## config.mk

```make
export PLATFORM = sky130hd
export DESIGN_NAME = wb_imem_loader_flat
export DESIGN_NICKNAME = d
export VERILOG_FILES = /design/src/rtl/wb_imem_loader_pkg.sv /design/src/rtl/wb_imem_loader_if.sv /design/src/rtl/wb_imem_loader_csr.sv /design/src/rtl/wb_imem_loader.sv /design/src/flat_wrapper.sv
export SDC_FILE = /design/constraint.sdc
export NUM_CORES = 1
export LEC_CHECK = 0
export BUFFER_PORTS_ARGS = -buffer_cell sky130_fd_sc_hd__buf_4
export CAP_MARGIN = 20
export CORE_MARGIN = 4
export CORE_UTILIZATION = 39
export CTS_CLUSTER_SIZE = 8
export DETAILED_ROUTE_END_ITERATION = 10
export PLACE_DENSITY = 0.77
export REMOVE_ABC_BUFFERS = 1
export SLEW_MARGIN = 20
export SYNTH_ARGS = -nofsm -noshare
export SYNTH_HDL_FRONTEND = slang
export SYNTH_HIERARCHICAL = 1
export SYNTH_SLANG_ARGS = --single-unit
```

## constraint.sdc

```tcl
create_clock -name wb_clk_i -period 3.7 [get_ports wb_clk_i]
set_clock_uncertainty 0.2 [all_clocks]
set_input_delay 1.11 -clock wb_clk_i [delete_from_list [all_inputs] [get_ports wb_clk_i]]
set_output_delay 1.11 -clock wb_clk_i [all_outputs]
set_load 0.005 [all_outputs]
```

## src/rtl/wb_imem_loader_pkg.sv

```systemverilog
// Shared constants for the Wishbone instruction-memory loader: FSM encoding,
// register offsets and CTRL/STATUS bit layout. Build option: WB_IMEM_LOADER_READBACK_EN.
package wb_imem_loader_pkg;

    localparam logic [1:0] ST_IDLE    = 2'd0;
`ifdef WB_IMEM_LOADER_READBACK_EN
    localparam logic [1:0] ST_RD_WAIT = 2'd1;
`endif
    localparam logic [1:0] ST_ACK     = 2'd2;

    localparam logic [11:0] OFF_CTRL   = 12'h400;
    localparam logic [11:0] OFF_STATUS = 12'h404;

    localparam int CTRL_HOLD_BIT = 0;
    localparam int CTRL_CLR_BIT  = 1;

    localparam int STS_CNT_MSB  = 8;
    localparam int STS_ERR_BIT  = 16;
    localparam int STS_HOLD_BIT = 17;

    function automatic logic [31:0] status_word(input logic hold, input logic err,
                                                input logic [STS_CNT_MSB:0] cnt);
        logic [31:0] w;
        w = '0;
        w[STS_CNT_MSB:0]  = cnt;
        w[STS_ERR_BIT]    = err;
        w[STS_HOLD_BIT]   = hold;
        return w;
    endfunction

    // clr is a pulse, so only hold is visible on readback
    function automatic logic [31:0] ctrl_word(input logic hold);
        logic [31:0] w;
        w = '0;
        w[CTRL_HOLD_BIT] = hold;
        return w;
    endfunction

endpackage

```

## src/rtl/wb_imem_loader_if.sv

```systemverilog
// Wishbone classic slave-port bundle between the user-project bus and the loader.
// Build option: WB_IMEM_LOADER_READBACK_EN (no effect on this interface).
interface wb_imem_loader_if;
    logic        wbs_cyc_i;
    logic        wbs_stb_i;
    logic        wbs_we_i;
    logic [3:0]  wbs_sel_i;
    logic [31:0] wbs_adr_i;
    logic [31:0] wbs_dat_i;
    logic        wbs_ack_o;
    logic [31:0] wbs_dat_o;

    modport slave (
        input  wbs_cyc_i, wbs_stb_i, wbs_we_i, wbs_sel_i, wbs_adr_i, wbs_dat_i,
        output wbs_ack_o, wbs_dat_o
    );

    modport master (
        output wbs_cyc_i, wbs_stb_i, wbs_we_i, wbs_sel_i, wbs_adr_i, wbs_dat_i,
        input  wbs_ack_o, wbs_dat_o
    );
endinterface

```

## src/rtl/wb_imem_loader_csr.sv

```systemverilog
// CPU-hold, sticky error and saturating write counter behind the CTRL/STATUS pair.
// Build option: WB_IMEM_LOADER_READBACK_EN (no effect on this module).
module wb_imem_loader_csr
    import wb_imem_loader_pkg::*;
(
    input  logic                 wb_clk_i,
    input  logic                 wb_rst_ni,
    input  logic                 ctrl_we,
    input  logic [1:0]           ctrl_wdata,
    input  logic                 wr_done,
    input  logic                 wr_blocked,
    output logic                 hold,
    output logic                 err,
    output logic [STS_CNT_MSB:0] wr_cnt,
    output logic                 cpu_rst_n
);
    logic                 hold_q, hold_d;
    logic                 err_q, err_d;
    logic [STS_CNT_MSB:0] cnt_q, cnt_d;

    always_comb begin
        hold_d = hold_q;
        err_d  = err_q;
        cnt_d  = cnt_q;
        if (wr_done && cnt_q != 9'd256) cnt_d = cnt_q + 9'd1;
        if (wr_blocked) err_d = 1'b1;
        // clear is applied last so it wins over a same-cycle increment or error
        if (ctrl_we) begin
            hold_d = ctrl_wdata[CTRL_HOLD_BIT];
            if (ctrl_wdata[CTRL_CLR_BIT]) begin
                cnt_d = '0;
                err_d = 1'b0;
            end
        end
    end

    always_ff @(posedge wb_clk_i or negedge wb_rst_ni) begin
        if (!wb_rst_ni) begin
            hold_q <= 1'b1;
            err_q  <= 1'b0;
            cnt_q  <= '0;
        end else begin
            hold_q <= hold_d;
            err_q  <= err_d;
            cnt_q  <= cnt_d;
        end
    end

    assign hold      = hold_q;
    assign err       = err_q;
    assign wr_cnt    = cnt_q;
    assign cpu_rst_n = ~hold_q;
endmodule

```

## src/rtl/wb_imem_loader.sv

```systemverilog
// Wishbone slave that loads/reads the jacaranda-8 instruction memory and holds the CPU
// in reset while loading. Build option: WB_IMEM_LOADER_READBACK_EN enables IMEM readback.
module wb_imem_loader
    import wb_imem_loader_pkg::*;
#(
    parameter logic [31:0] BASE_ADDR = 32'h3000_0000,
    parameter int          IMEM_AW   = 8
) (
    input  logic               wb_clk_i,
    input  logic               wb_rst_ni,
    wb_imem_loader_if.slave    wbs,
    output logic               imem_we,
    output logic               imem_re,
    output logic [IMEM_AW-1:0] imem_addr,
    output logic [7:0]         imem_wdata,
    input  logic [7:0]         imem_rdata,
    output logic               cpu_rst_n
);
    logic [1:0]           state_q, state_d;
    logic [31:0]          dat_q, dat_d;
    logic                 hold, err;
    logic [STS_CNT_MSB:0] wr_cnt;
    logic                 ctrl_we, wr_done, wr_blocked, re_d;
    logic [11:0]          off;
    logic                 in_win, req, is_imem;
    logic [IMEM_AW-1:0]   idx;
    logic                 unused_bits;

    assign off     = wbs.wbs_adr_i[11:0];
    assign in_win  = wbs.wbs_adr_i[31:12] == BASE_ADDR[31:12];
    assign req     = wbs.wbs_cyc_i & wbs.wbs_stb_i & in_win;
    assign is_imem = off[11:10] == 2'b00;
    assign idx     = wbs.wbs_adr_i[IMEM_AW+1:2];

    always_comb begin
        state_d    = state_q;
        dat_d      = dat_q;
        ctrl_we    = 1'b0;
        wr_done    = 1'b0;
        wr_blocked = 1'b0;
        re_d       = 1'b0;
        case (state_q)
            ST_IDLE: if (req) begin
                state_d = ST_ACK;
                if (wbs.wbs_we_i) begin
                    if (is_imem && wbs.wbs_sel_i[0]) begin
                        wr_done    = hold;
                        wr_blocked = ~hold;
                    end
                    ctrl_we = (off == OFF_CTRL) && wbs.wbs_sel_i[0];
                end else if (is_imem) begin
`ifdef WB_IMEM_LOADER_READBACK_EN
                    re_d    = 1'b1;
                    state_d = ST_RD_WAIT;
`else
                    dat_d   = '0;
`endif
                end else if (off == OFF_CTRL) begin
                    dat_d = ctrl_word(hold);
                end else if (off == OFF_STATUS) begin
                    dat_d = status_word(hold, err, wr_cnt);
                end else begin
                    dat_d = '0;
                end
            end
`ifdef WB_IMEM_LOADER_READBACK_EN
            // master abandoned the read: drop it silently rather than ack a dead cycle
            ST_RD_WAIT: begin
                if (!wbs.wbs_cyc_i) begin
                    state_d = ST_IDLE;
                end else begin
                    dat_d   = {24'b0, imem_rdata};
                    state_d = ST_ACK;
                end
            end
`endif
            ST_ACK:  state_d = ST_IDLE;
            default: state_d = ST_IDLE;
        endcase
    end

    always_ff @(posedge wb_clk_i or negedge wb_rst_ni) begin
        if (!wb_rst_ni) begin
            state_q <= ST_IDLE;
            dat_q   <= '0;
        end else begin
            state_q <= state_d;
            dat_q   <= dat_d;
        end
    end

    wb_imem_loader_csr u_csr (
        .wb_clk_i   (wb_clk_i),
        .wb_rst_ni  (wb_rst_ni),
        .ctrl_we    (ctrl_we),
        .ctrl_wdata (wbs.wbs_dat_i[1:0]),
        .wr_done    (wr_done),
        .wr_blocked (wr_blocked),
        .hold       (hold),
        .err        (err),
        .wr_cnt     (wr_cnt),
        .cpu_rst_n  (cpu_rst_n)
    );

    assign wbs.wbs_ack_o = (state_q == ST_ACK);
    assign wbs.wbs_dat_o = dat_q;

    // address/data are forced to zero outside a strobe so the memory bus stays quiet
    assign imem_we    = wr_done;
    assign imem_re    = re_d;
    assign imem_addr  = (wr_done | re_d) ? idx : '0;
    assign imem_wdata = wr_done ? wbs.wbs_dat_i[7:0] : 8'h00;

`ifdef WB_IMEM_LOADER_READBACK_EN
    assign unused_bits = ^{wbs.wbs_sel_i[3:1], wbs.wbs_dat_i[31:8], wbs.wbs_adr_i[1:0]};
`else
    assign unused_bits = ^{wbs.wbs_sel_i[3:1], wbs.wbs_dat_i[31:8], wbs.wbs_adr_i[1:0],
                           imem_rdata};
`endif
endmodule

```

## src/flat_wrapper.sv

```systemverilog
// flat-port wrapper written by rule: the top's interface ports become plain ports
module wb_imem_loader_flat import wb_imem_loader_pkg::*;
#(
    parameter logic [31:0] BASE_ADDR = 32'h3000_0000,
    parameter int          IMEM_AW   = 8
)
  (wb_clk_i, wb_rst_ni, imem_we, imem_re, imem_addr, imem_wdata, imem_rdata, cpu_rst_n, wbs_wbs_cyc_i, wbs_wbs_stb_i, wbs_wbs_we_i, wbs_wbs_sel_i, wbs_wbs_adr_i, wbs_wbs_dat_i, wbs_wbs_ack_o, wbs_wbs_dat_o);
  wb_imem_loader_if wbs_i ();
  input  logic wb_clk_i;
  input  logic wb_rst_ni;
  output logic imem_we;
  output logic imem_re;
  output logic [IMEM_AW-1:0] imem_addr;
  output logic [7:0] imem_wdata;
  input  logic [7:0] imem_rdata;
  output logic cpu_rst_n;
  input wire logic [$bits(wbs_i.wbs_cyc_i)-1:0] wbs_wbs_cyc_i;
  input wire logic [$bits(wbs_i.wbs_stb_i)-1:0] wbs_wbs_stb_i;
  input wire logic [$bits(wbs_i.wbs_we_i)-1:0] wbs_wbs_we_i;
  input wire logic [$bits(wbs_i.wbs_sel_i)-1:0] wbs_wbs_sel_i;
  input wire logic [$bits(wbs_i.wbs_adr_i)-1:0] wbs_wbs_adr_i;
  input wire logic [$bits(wbs_i.wbs_dat_i)-1:0] wbs_wbs_dat_i;
  output wire logic [$bits(wbs_i.wbs_ack_o)-1:0] wbs_wbs_ack_o;
  output wire logic [$bits(wbs_i.wbs_dat_o)-1:0] wbs_wbs_dat_o;
  assign wbs_i.wbs_cyc_i = wbs_wbs_cyc_i;
  assign wbs_i.wbs_stb_i = wbs_wbs_stb_i;
  assign wbs_i.wbs_we_i = wbs_wbs_we_i;
  assign wbs_i.wbs_sel_i = wbs_wbs_sel_i;
  assign wbs_i.wbs_adr_i = wbs_wbs_adr_i;
  assign wbs_i.wbs_dat_i = wbs_wbs_dat_i;
  assign wbs_wbs_ack_o = wbs_i.wbs_ack_o;
  assign wbs_wbs_dat_o = wbs_i.wbs_dat_o;
  wb_imem_loader #(.BASE_ADDR(BASE_ADDR), .IMEM_AW(IMEM_AW)) u_core (.wb_clk_i(wb_clk_i), .wb_rst_ni(wb_rst_ni), .wbs(wbs_i), .imem_we(imem_we), .imem_re(imem_re), .imem_addr(imem_addr), .imem_wdata(imem_wdata), .imem_rdata(imem_rdata), .cpu_rst_n(cpu_rst_n));
endmodule
```

== Word-level counts from Yosys, hierarchy flattened ==
Cells that the tools add are included.
Operators by class
  $add $sub $neg: 1
  multiply operators: 0
  div/mod/pow operators: 0
  order comparisons: 0
  equality and inequality tests: 6
  shift-type cells: 0
  mux-type cells: 24
  bitwise logic cells: 4
  reductions and logical operators: 6
Operator list (count)
  32-bit 2-to-1 mux: 2
  9-bit 2-to-1 mux: 3
  12-bit by 11-bit == test with 1-bit output, second input constant: 2
  20-bit by 18-bit == test with 1-bit output, second input constant: 1
  18-bit 2-to-1 mux: 1
  8-bit 2-to-1 mux: 2
  1-bit 2-to-1 mux: 14
  9-bit by 1-bit adder with 9-bit output, second input constant: 1
  9-bit != test, second input constant: 1
  2-bit zero test: 2
  2-bit 2-to-1 mux: 2
  1-bit logical AND: 3
  3-bit AND reduction: 1
  1-bit bitwise AND: 2
  2-bit == test, second input constant: 1
  2-bit by 1-bit != test with 1-bit output, second input constant: 1
  1-bit NOT: 2
Storage, ports and cells
  flip-flop bits (word level): 45
  bits in latches: 0
  bits in writable memories: 0
  ROM bits: 0
  input port bits: 81
  output and inout port bits: 52
  word-level logic and storage cells: 46
  memories kept: 0

== Logic depth before layout (Yosys ltp) ==
Gate-level depths: netlist of the first run.
  word-level depth: 10
  depth in mapped cells: 8
  gate-level depth less buffers: 7

== Cells and area by module ==
The synthesis of the first run kept the hierarchy.
Modules (own cells, without submodules)
  wb_imem_loader: instances 1, cells an instance 115, area an instance 1017.2 µm²
  wb_imem_loader_csr: instances 1, cells an instance 59, area an instance 575.6 µm²

== Worst setup path after synthesis of the first run ==
OpenSTA, ideal clock, no wires.
  path type: input to output
  from: in wbs_wbs_adr_i[23]
  to: out imem_we
  data arrival time: 2.242 ns
  data required time: 2.390 ns
  slack: 0.148 ns
  stages on the path: 5
  path buffers: 1
  cell sequence: nor4b_2 nand4_2 nor3_4 buf_6 and3_1
On the way
  longest elaborated chain between the ends: 4
RTL lines
  from (decl): RTL line flat_wrapper.sv:21  | input wire logic [$bits(wbs_i.wbs_adr_i)-1:0] wbs_wbs_adr_i;
  20-bit by 18-bit == test with 1-bit output: RTL line wb_imem_loader.sv:30  | assign in_win = wbs.wbs_adr_i[31:12] == BASE_ADDR[31:12];
  1-bit bitwise AND: RTL line wb_imem_loader.sv:31  | assign req = wbs.wbs_cyc_i & wbs.wbs_stb_i & in_win;
  1-bit 2-to-1 mux: RTL line wb_imem_loader.sv:43  | ST_IDLE: if (req) begin
  1-bit 2-to-1 mux: RTL line wb_imem_loader.sv:42  | case (state_q)
  to (decl): RTL line flat_wrapper.sv:11  | output logic imem_we;
Every way passes these cells.

== Worst setup path after layout of the first run ==
  from: in wbs_wbs_adr_i[14]
  to: out imem_addr[1]
On the way
  longest elaborated chain between the ends: 5
RTL lines
  20-bit by 18-bit == test with 1-bit output: RTL line wb_imem_loader.sv:30
  1-bit bitwise AND: RTL line wb_imem_loader.sv:31
  1-bit 2-to-1 mux: RTL line wb_imem_loader.sv:43
  1-bit 2-to-1 mux: RTL line wb_imem_loader.sv:42
  8-bit 2-to-1 mux: RTL line wb_imem_loader.sv:111  | assign imem_addr = (wr_done | re_d) ? idx : '0;
  to (decl): RTL line flat_wrapper.sv:13  | output logic [IMEM_AW-1:0] imem_addr;
Every way passes these cells.

==> results of run 1 <==
==> power groups by stage <==
| stage | clock, mW | combinational, mW | sequential (mW) |
|---|---|---|---|
| after floorplan | 0 | 0.0122 | 0.256 |
| after global placement | 0 | 0.0585 | 0.256 |
| final | 0.155 | 0.0678 | 0.251 |
| after global routing | 0.169 | 0.0739 | 0.251 |
| after CTS | 0.159 | 0.0623 | 0.251 |
| after detailed placement | 0 | 0.0598 | 0.256 |
==> cells in the mapped netlist (2+ instances only) <==
cell      instances  area [µm²]
o31ai_1           2        15.0
o21ai_1           6        30.0
and4_1           15         131
buf_2             2        10.0
mux2i_1           3        30.0
nand2_1          21        78.8
clkbuf_1          5        18.8
ha_1              2        25.0
or4_1             2        15.0
nand4_1           3        18.8
o21ai_0          17        85.1
buf_6             2        22.5
dfrtp_1          22         551
nor4b_2           2        30.0
or3_1             2        12.5
nor3_1            3        15.0
xor2_1            2        17.5
nand3_1           2        10.0
and4bb_2          2        25.0
buf_4            22         165
inv_1             4        15.0
nor2_1            6        22.5
a21oi_1           4        20.0
nor4_1            2        12.5
nor4_2            2        25.0
==> logic make-up after synthesis <==
family	count (synthesis)	share of synthesized area (%)
other cells	1	0.235
xor+xnor	3	1.65
flops	23	36.2
buf+inv	35	14.5
simple gates	75	32.8
fa+ha+maj	2	1.57
compound gates	31	10.4
mux	4	2.59
==> final cells by class <==
cell class / instances / area (µm²)
fill: 348 / 1520
multi-input combinational: 137 / 907
clock buffer: 3 / 41.3
sequential: 23 / 577
timing repair buffer: 86 / 673
clock inverter: 1 / 5.00
inverter: 4 / 15.0
tap: 48 / 60.1
==> state kept, by name, indices dropped and copies added, names as in the netlist <==
signal and cells:
u_core/u_csr/err 1, u_core/wbs.wbs_dat_o 11, u_core/state_q 1, u_core/u_csr/wr_cnt 9, u_core/u_csr/hold 1
==> metal layers <==
metal	up-vias	track usage (%)	wire length, µm
met5	-	0	0
met4	0	0.626	0
met3	0	4.99	368
met2	52	24.3	2090
met1	699	17.8	1600
li1	747	-	-
==> tightest hold or removal path: stages (launching register included) <==
cell and delay (ps):
dfrtp_1 360, nor2_1 40, nor2_1 80
==> worst paths after layout <==
check | cells after the start | slack, ps | to | start
worst min-delay path | 2 | 310 | u_core/u_csr/err$_DFF_PN0_ | u_core/u_csr/err$_DFF_PN0_
worst min register to register | 2 | 310 | u_core/u_csr/err$_DFF_PN0_ | u_core/u_csr/err$_DFF_PN0_
min in group asynchronous | 1 | 520 | u_core/u_csr/wr_cnt[5]$_DFF_PN0_ | wb_rst_ni
worst max-delay path | 7 | 50 | imem_addr[1] | wbs_wbs_adr_i[14]
worst max register to register | 9 | 1180 | u_core/u_csr/wr_cnt[8]$_DFF_PN0_ | u_core/state_q[1]$_DFFE_PN0P_
max in group asynchronous | 1 | 2500 | u_core/u_csr/hold$_DFFE_PN1P_ | wb_rst_ni
==> repair_timing <==
action / in CTS / in global routing
resized for setup: 3 / 8
setup buffers: 1 / 3
pin swaps: 2 / 3
hold buffers: 0 / 0
endpoints found under the setup margin: 17 / 17
==> summary.txt, run 1 <==
Vias in the first global route: 1,388
Root Driver: clkbuf_8
Arrival @ worst endpoint: 2340 ps
Sequential share of the synthesized area: 36.2%
Power density over the cells: 208 nW/µm²
Area growth syn-to-layout: 43.0%
Netlist cell types: 44
Worst-skew pair later-pin latency: 260 ps
Net Sw Frac: 22.8%
Largest net degree at the start of global routing: 24
Total vias in the final route: 1,498
CP max-delay cell: nor4_4
Detail Route Antenna Nets: 0
Slew Limit Fails: 0
Clock transition at path regs: 80 ps
Psw: 0.108 mW
Core ar.: 3800 µm²
Detailed Routing Iterations Pass 1: 4
Placed insts: 294
Peak Freq: 0.274 GHz
Most frequent cells in the layout: 81 x buf_4, 22 x conb_1, 22 x dfrtp_1
CP peak stage delay: 290 ps
CTS Buf Count: 3
Die Wd: 71.9 µm
Clock network fraction of total power: 32.7%
Initial antenna violation count: 0
Worst Path Buf+Inv: 3
Final Net Count: 338
H-Tree Depth: 1
Req. time, crit path: 2390 ps
Critical path class: in2out
Cell internal pwr: 0.366 mW
Syn_area_per_cell: 9.15 µm²
Max VDD drop: 0.197 mV
DRT iter0 DRCs: 55
Drt total wl: 4060 µm
# setup viols final: 0
Combinational share of power: 14.3%
Die height: 71.9 µm
WL/cell: 13.4 µm
CP Capture Type: output port
Post-synth EDFFs: 0
Std-Cell Rows: 22
Synth Cell Area: 1590 µm²
Total Routing Usage GR: 14.1%
Cell family with most CP delay: simple AND/OR/NAND/NOR gates
Total grt overflow: 0
Hold WC Path Type: reg2reg
Worst setup SP type: input port
Pre-CTS setup slack: -37.4 ps
Yosys Warn Count: 6
Synth async-reset ratio: 100%
Final hold vios: 0
Worst path setup slack after routing: 49.4 ps
Sink Count: 23
Cell-by-cell trace of the critical path: buf_4 -> nor4_4 -> nand2_2 -> nor3_4 -> buf_12 -> and4_4 -> buf_4
FF+latch count, synth: 23
Syn Inst Count: 174
Worst Path Max Fanout: 19
Antenna Cells: 0
Design area: 2280 µm²
Min Clock Period, post-route: 3650 ps
Die area: 5170 µm²
Vias/cell: 4.96
Fin Hold WS: 313 ps
IO Port Bufs: 75
Outcome: finished, final reports clean
Synth Flop Type: dfrtp_1
Commonest non-fill, non-tap cell in the layout: buf_4
Period Utilization, post-route: 98.7%
Max clock buf depth: 2
DP Wirelength: 3130 µm
Sum Neg Setup Slack: 0 ps
RePlAce Congestion: 0.774
Reg power frac: 53.0%
Worst path most repeated cell: buf_4
Total of max-cap violations: 0
Share of cells above drive strength 1: 41.7%
Initial Util: 41.9%
# IOs: 133
Post-Route Utilization: 60.0%
First-pass GRT wire length: 6150 µm
Power, Total: 0.474 mW
CTS tree: done
Area post-placement: 2140 µm²
Final cell count without fillers: 302
LEAKAGE: 1.12 nW
DRC viols: 0
Note: power is estimated with default switching activity, not from simulation.
==> inputs of run 2 (changes only) <==
Settings changed: CORE_UTILIZATION 39 to 30, PLACE_DENSITY 0.77 to 0.61.
==> run 2 against run 1 <==
The run now ends with negative setup slack left. Setup slack got worse by 62 ps. Clock power is essentially flat. Global-route usage decreased by 1.1 points. Critical path depth is 1 higher. Die area increased by 26%. Wire length is 5.9% higher. Hold slack got worse by 4.8 ps. Critical endpoint is now imem_wdata[0].
==> summary.txt, run 2 (synthesis gave the netlist of run 1 again) <==
LEAKAGE: 1.15 nW (was 1.12 nW)
DP Wirelength: 3240 µm (was 3130 µm)
Final Net Count: 343 (was 338)
CP Capture Type: output port (unchanged)
Peak Freq: 0.269 GHz (was 0.274 GHz)
Final hold vios: 0 (unchanged)
Max VDD drop: 0.111 mV (was 0.197 mV)
Most frequent cells in the layout: 83 x buf_4, 22 x conb_1, 22 x dfrtp_1 (was 81 x buf_4, 22 x conb_1, 22 x dfrtp_1)
Root Driver: clkbuf_8 (unchanged)
IO Port Bufs: 75 (unchanged)
RSZ-0062 raised after global routing: yes
CP peak stage delay: 290 ps (about the same)
Cell-by-cell trace of the critical path: buf_4 -> nor4_4 -> nand2_2 -> nor3_4 -> buf_6 -> buf_12 -> and4_1 -> buf_4 (was buf_4 -> nor4_4 -> nand2_2 -> nor3_4 -> buf_12 -> and4_4 -> buf_4)
Worst path most repeated cell: buf_4 (unchanged)
Die area: 6540 µm² (was 5170 µm²)
Detailed Routing Iterations Pass 1: 4 (unchanged)
Hold WC Path Type: reg2reg (unchanged)
Critical path class: in2out (unchanged)
Post-Route Utilization: 46.1% (was 60.0%)
Slew Limit Fails: 0 (unchanged)
Die Wd: 80.9 µm (was 71.9 µm)
Vias in the first global route: 1,439 (was 1,388)
Sum Neg Setup Slack: -29.8 ps (was 0 ps)
Worst path setup slack after routing: -12.7 ps (was 49.4 ps)
Arrival @ worst endpoint: 2400 ps (was 2340 ps)
Largest net degree at the start of global routing: 24 (unchanged)
Total Routing Usage GR: 13.0% (was 14.1%)
Power density over the cells: 201 nW/µm² (was 208 nW/µm²)
WL/cell: 13.1 µm (was 13.4 µm)
DRT iter0 DRCs: 43 (was 55)
Clock transition at path regs: 80 ps (about the same)
Total vias in the final route: 1,530 (was 1,498)
Worst Path Max Fanout: 10 (was 19)
Worst setup SP type: input port (unchanged)
Core ar.: 5140 µm² (was 3800 µm²)
Detail Route Antenna Nets: 0 (unchanged)
Total of max-cap violations: 0 (unchanged)
CTS Buf Count: 3 (unchanged)
First-pass GRT wire length: 6790 µm (was 6150 µm)
DRC viols: 0 (unchanged)
Total grt overflow: 0 (unchanged)
Largest register FFs: 11 (unchanged)
H-Tree Depth: 1 (unchanged)
Antenna Cells: 0 (unchanged)
Req. time, crit path: 2390 ps (about the same)
# setup viols final: 3 (was 0)
Std-Cell Rows: 26 (was 22)
Area growth syn-to-layout: 48.8% (was 43.0%)
Power, Total: 0.476 mW (was 0.474 mW)
# IOs: 133 (unchanged)
Period Utilization, post-route: 100% (was 98.7%)
Worst-skew pair later-pin latency: 270 ps (was 260 ps)
Sink Count: 23 (unchanged)
Die height: 80.9 µm (was 71.9 µm)
Initial antenna violation count: 0 (unchanged)
Outcome: complete, but fails checks (was finished, final reports clean)
Share of cells above drive strength 1: 42.9% (was 41.7%)
Commonest non-fill, non-tap cell in the layout: buf_4 (unchanged)
Failing checks: negative setup slack
Vias/cell: 4.65 (was 4.96)
CTS tree: done (unchanged)
CP max-delay cell: nor4_4 (unchanged)
Initial Util: 31.0% (was 41.9%)
Max clock buf depth: 2 (unchanged)
Min Clock Period, post-route: 3710 ps (was 3650 ps)
Drt total wl: 4300 µm (was 4060 µm)
RePlAce Congestion: 0.721 (was 0.774)
# hold bufs at CTS: 0 (unchanged)
-- run 2: per-layer routing --
metal	global-route usage, %	routed length, µm	vias up
li1	-	-	760
met4	5.07	57	0
met1	15.9	1800	725
met2	23.0	2210	41
met3	1.77	227	4
met5	0	0	-
-- run 2: final cells by class --
class / instances / area [µm²]
Fill cell: 516 / 2770
Multi-Input combinational cell: 137 / 906
Timing Repair Buffer: 91 / 738
Sequential cell: 23 / 577
Tap cell: 70 / 87.6
Clock buffer: 3 / 41.3
Inverter: 4 / 15.0
Clock inverter: 1 / 5.00
-- run 2: final timing paths --
kind	start	endpoint	slack [ps]	cells past startpoint
setup reg to reg	u_core/state_q[1]$_DFFE_PN0P_	u_core/u_csr/wr_cnt[7]$_DFF_PN0_	1110	10
setup / recovery	wbs_wbs_adr_i[19]	imem_wdata[0]	-10	8
hold / removal	u_core/wbs.wbs_dat_o[16]$_DFFE_PN0P_	u_core/wbs.wbs_dat_o[16]$_DFFE_PN0P_	310	2
hold reg to reg	u_core/wbs.wbs_dat_o[16]$_DFFE_PN0P_	u_core/wbs.wbs_dat_o[16]$_DFFE_PN0P_	310	2
max in group asynchronous	wb_rst_ni	u_core/u_csr/hold$_DFFE_PN1P_	2500	1
min in group asynchronous	wb_rst_ni	u_core/wbs.wbs_dat_o[5]$_DFFE_PN0P_	520	1
-- run 2: timing repair --
item | CTS | global route
endpoints found under the hold margin | 0 | 0
pin swaps | 4 | 9
cloned | 1 | 0
buffers inserted | 4 | 4
endpoints found under the setup margin | 17 | 17
gates resized for setup | 11 | 2
-- run 2: critical path, delay by kind of cell --
family	cells	cell delay, ps
simple gates	4	810
buf+inv	4	490
-- run 2: metrics by stage --
step	hold slack, ps	worst slack, ps	cells	area (µm²)
after CTS	309	3.38	325	2330
after global routing	334	-78.5	329	2370
after global placement	277	-31.0	316	2170
after floorplan	260	38.7	164	1460
after detailed placement	289	-42.7	316	2170
final	308	-12.7	329	2370
-- run 2: where the power goes --
group	internal, mW	switching [mW]	leakage, nW
sequential	0.251	0.0000000393	0.313
combinational	0.0392	0.0285	0.807
clock	0.0753	0.0819	0.0255
total	0.366	0.110	1.15
==> inputs of run 3 (changes only) <==
Settings changed: CELL_PAD_IN_SITES_DETAIL_PLACEMENT set to 0, CELL_PAD_IN_SITES_GLOBAL_PLACEMENT set to 2, CORE_UTILIZATION 30 to 19, PLACE_DENSITY 0.61 to 0.74.
==> run 3 against run 2 <==
The flow now finishes without violations. Clock power is essentially flat. First-iteration DRC count shrank 7.0%. Power shrank 0.84%. Hold slack lost 1.2 ps. Via count shrank 5.0%. Critical path type unchanged.
==> summary.txt, run 3 (synthesis gave the netlist of run 1 again) <==
Initial antenna violation count: 0 (unchanged)
Share of cells above drive strength 1: 40.9% (was 42.9%)
Worst setup SP type: input port (unchanged)
Drt total wl: 4470 µm (was 4300 µm)
Max VDD drop: 0.0946 mV (was 0.111 mV)
Die Wd: 99.6 µm (was 80.9 µm)
Area post-placement: 2220 µm² (was 2170 µm²)
Core ar.: 8180 µm² (was 5140 µm²)
Cell-by-cell trace of the critical path: buf_6 -> nor4_4 -> nand2_2 -> nor3_4 -> buf_12 -> and4_2 -> buf_4 (was buf_4 -> nor4_4 -> nand2_2 -> nor3_4 -> buf_6 -> buf_12 -> and4_1 -> buf_4)
Slew Limit Fails: 0 (unchanged)
Met2 usage in global routing: 15.3% (was 23.0%)
Peak Freq: 0.274 GHz (was 0.269 GHz)
Worst path setup slack after routing: 52.2 ps (was -12.7 ps)
RePlAce Congestion: 0.693 (was 0.721)
Initial Util: 19.5% (was 31.0%)
Power density over the cells: 203 nW/µm² (was 201 nW/µm²)
Min Clock Period, post-route: 3650 ps (was 3710 ps)
# hold bufs at CTS: 0 (unchanged)
Largest register FFs: 11 (unchanged)
Antenna Cells: 0 (unchanged)
DRC viols: 0 (unchanged)
Vias in the first global route: 1,401 (was 1,439)
DP Wirelength: 3520 µm (was 3240 µm)
IO Port Bufs: 75 (unchanged)
Period Utilization, post-route: 98.6% (was 100%)
Sink Count: 23 (unchanged)
Largest net degree at the start of global routing: 24 (unchanged)
Req. time, crit path: 2390 ps (about the same)
RSZ-0062 raised after global routing: yes (unchanged)
Final hold vios: 0 (unchanged)
Root Driver: clkbuf_8 (unchanged)
Pre-CTS setup slack: -92.0 ps (was -42.7 ps)
Met1 usage: 10.6% (was 15.9%)
Total Routing Usage GR: 8.67% (was 13.0%)
Detail Route Antenna Nets: 0 (unchanged)
Clock transition at path regs: 80 ps (about the same)
CTS tree: done (unchanged)
First-pass GRT wire length: 7070 µm (was 6790 µm)
CP max-delay cell: nor4_4 (unchanged)
Layer with the highest usage: met2 (unchanged)
DRT iter0 DRCs: 40 (was 43)
# setup viols final: 0 (was 3)
Final Net Count: 336 (was 343)
WL/cell: 12.5 µm (was 13.1 µm)
Outcome: finished, final reports clean (was complete, but fails checks)
Die height: 99.6 µm (was 80.9 µm)
Commonest non-fill, non-tap cell in the layout: buf_4 (unchanged)
Vias/cell: 4.07 (was 4.65)
# IOs: 133 (unchanged)
Total grt overflow: 0 (unchanged)
Total of max-cap violations: 0 (unchanged)
Detailed Routing Iterations Pass 1: 2 (was 4)
Most frequent cells in the layout: 78 x buf_4, 22 x conb_1, 22 x dfrtp_1 (was 83 x buf_4, 22 x conb_1, 22 x dfrtp_1)
Die area: 9910 µm² (was 6540 µm²)
Power, Total: 0.472 mW (was 0.476 mW)
CP peak stage delay: 300 ps (was 290 ps)
Grt met3 use: 1.68% (was 1.77%)
Arrival @ worst endpoint: 2340 ps (was 2400 ps)
LEAKAGE: 1.10 nW (was 1.15 nW)
Area growth syn-to-layout: 46.1% (was 48.8%)
Std-Cell Rows: 33 (was 26)
Critical path class: in2out (unchanged)
Worst Path Max Fanout: 19 (was 10)
CTS Buf Count: 3 (unchanged)
Max clock buf depth: 2 (unchanged)
Worst-skew pair later-pin latency: 260 ps (was 270 ps)
Fin Hold WS: 307 ps (was 308 ps)
Design area: 2330 µm² (was 2370 µm²)
H-Tree Depth: 1 (unchanged)
Total vias in the final route: 1,453 (was 1,530)
Sum Neg Setup Slack: 0 ps (was -29.8 ps)
Hold WC Path Type: reg2reg (unchanged)
CP Capture Type: output port (unchanged)
run 3: cell types whose count changed in the layout (fill, tap and decap cells not counted):
cell,delta
buf_16,-1
nor4b_4,-1
buf_6,-1
clkbuf_1,+1
nor4b_2,+1
buf_4,-5
clkinv_2,-1
run 3: repair_timing:
action / CTS / global route
endpoints found under the setup margin: 17 / 17
pin swaps: 3 / 1
gates resized for setup: 5 / 5
setup buffers: 1 / 0
run 3: path summary, 6_finish.rpt:
check | start | to | slack, ps | depth (start not counted)
setup / recovery | wbs_wbs_adr_i[17] | imem_addr[1] | 50 | 7
hold / removal | u_core/u_csr/err$_DFF_PN0_ | u_core/u_csr/err$_DFF_PN0_ | 310 | 2
setup reg to reg | u_core/state_q[1]$_DFFE_PN0P_ | u_core/u_csr/wr_cnt[7]$_DFF_PN0_ | 1220 | 9
hold reg to reg | u_core/u_csr/err$_DFF_PN0_ | u_core/u_csr/err$_DFF_PN0_ | 310 | 2
max in group asynchronous | wb_rst_ni | u_core/u_csr/hold$_DFFE_PN1P_ | 2480 | 1
min in group asynchronous | wb_rst_ni | u_core/wbs.wbs_dat_o[4]$_DFFE_PN0P_ | 530 | 1
run 3: through the flow:
stage | utilization, % | std cells
6_report | 28.5 | 357
5_1_grt | 28.5 | 357
4_1_cts | 28.2 | 357
3_5_place_dp | 27.2 | 352
3_3_place_gp | 27.2 | 352
2_1_floorplan | - | 164
run 3: routing by layer:
| layer | routed length [µm] | share of wire (%) | up-vias |
|---|---|---|---|
| met5 | 0 | 0 | - |
| met4 | 36 | 0.81 | 0 |
| met3 | 355 | 7.9 | 2 |
| met2 | 2230 | 50 | 50 |
| met1 | 1850 | 41 | 661 |
| li1 | - | - | 740 |
run 3: final cells by class:
class                           count  area [µm²]
Fill cell                         883        5850
Sequential cell                    23         577
Multi-Input combinational cell    137         897
Tap cell                          105         131
Timing Repair Buffer               84         662
Clock buffer                        4        45.0
Inverter                            4        15.0
run 3: critical path, delay by kind of cell:
kind          cells  cell delay [ps]
buf+inv           3              350
simple gates      4              860
run 3: power by group:
group	switching, mW	total (mW)	internal (mW)
Clock	0.0786	0.155	0.0767
Combinational	0.0273	0.0655	0.0382
Sequential	0.0000000420	0.251	0.251
Total	0.106	0.472	0.366
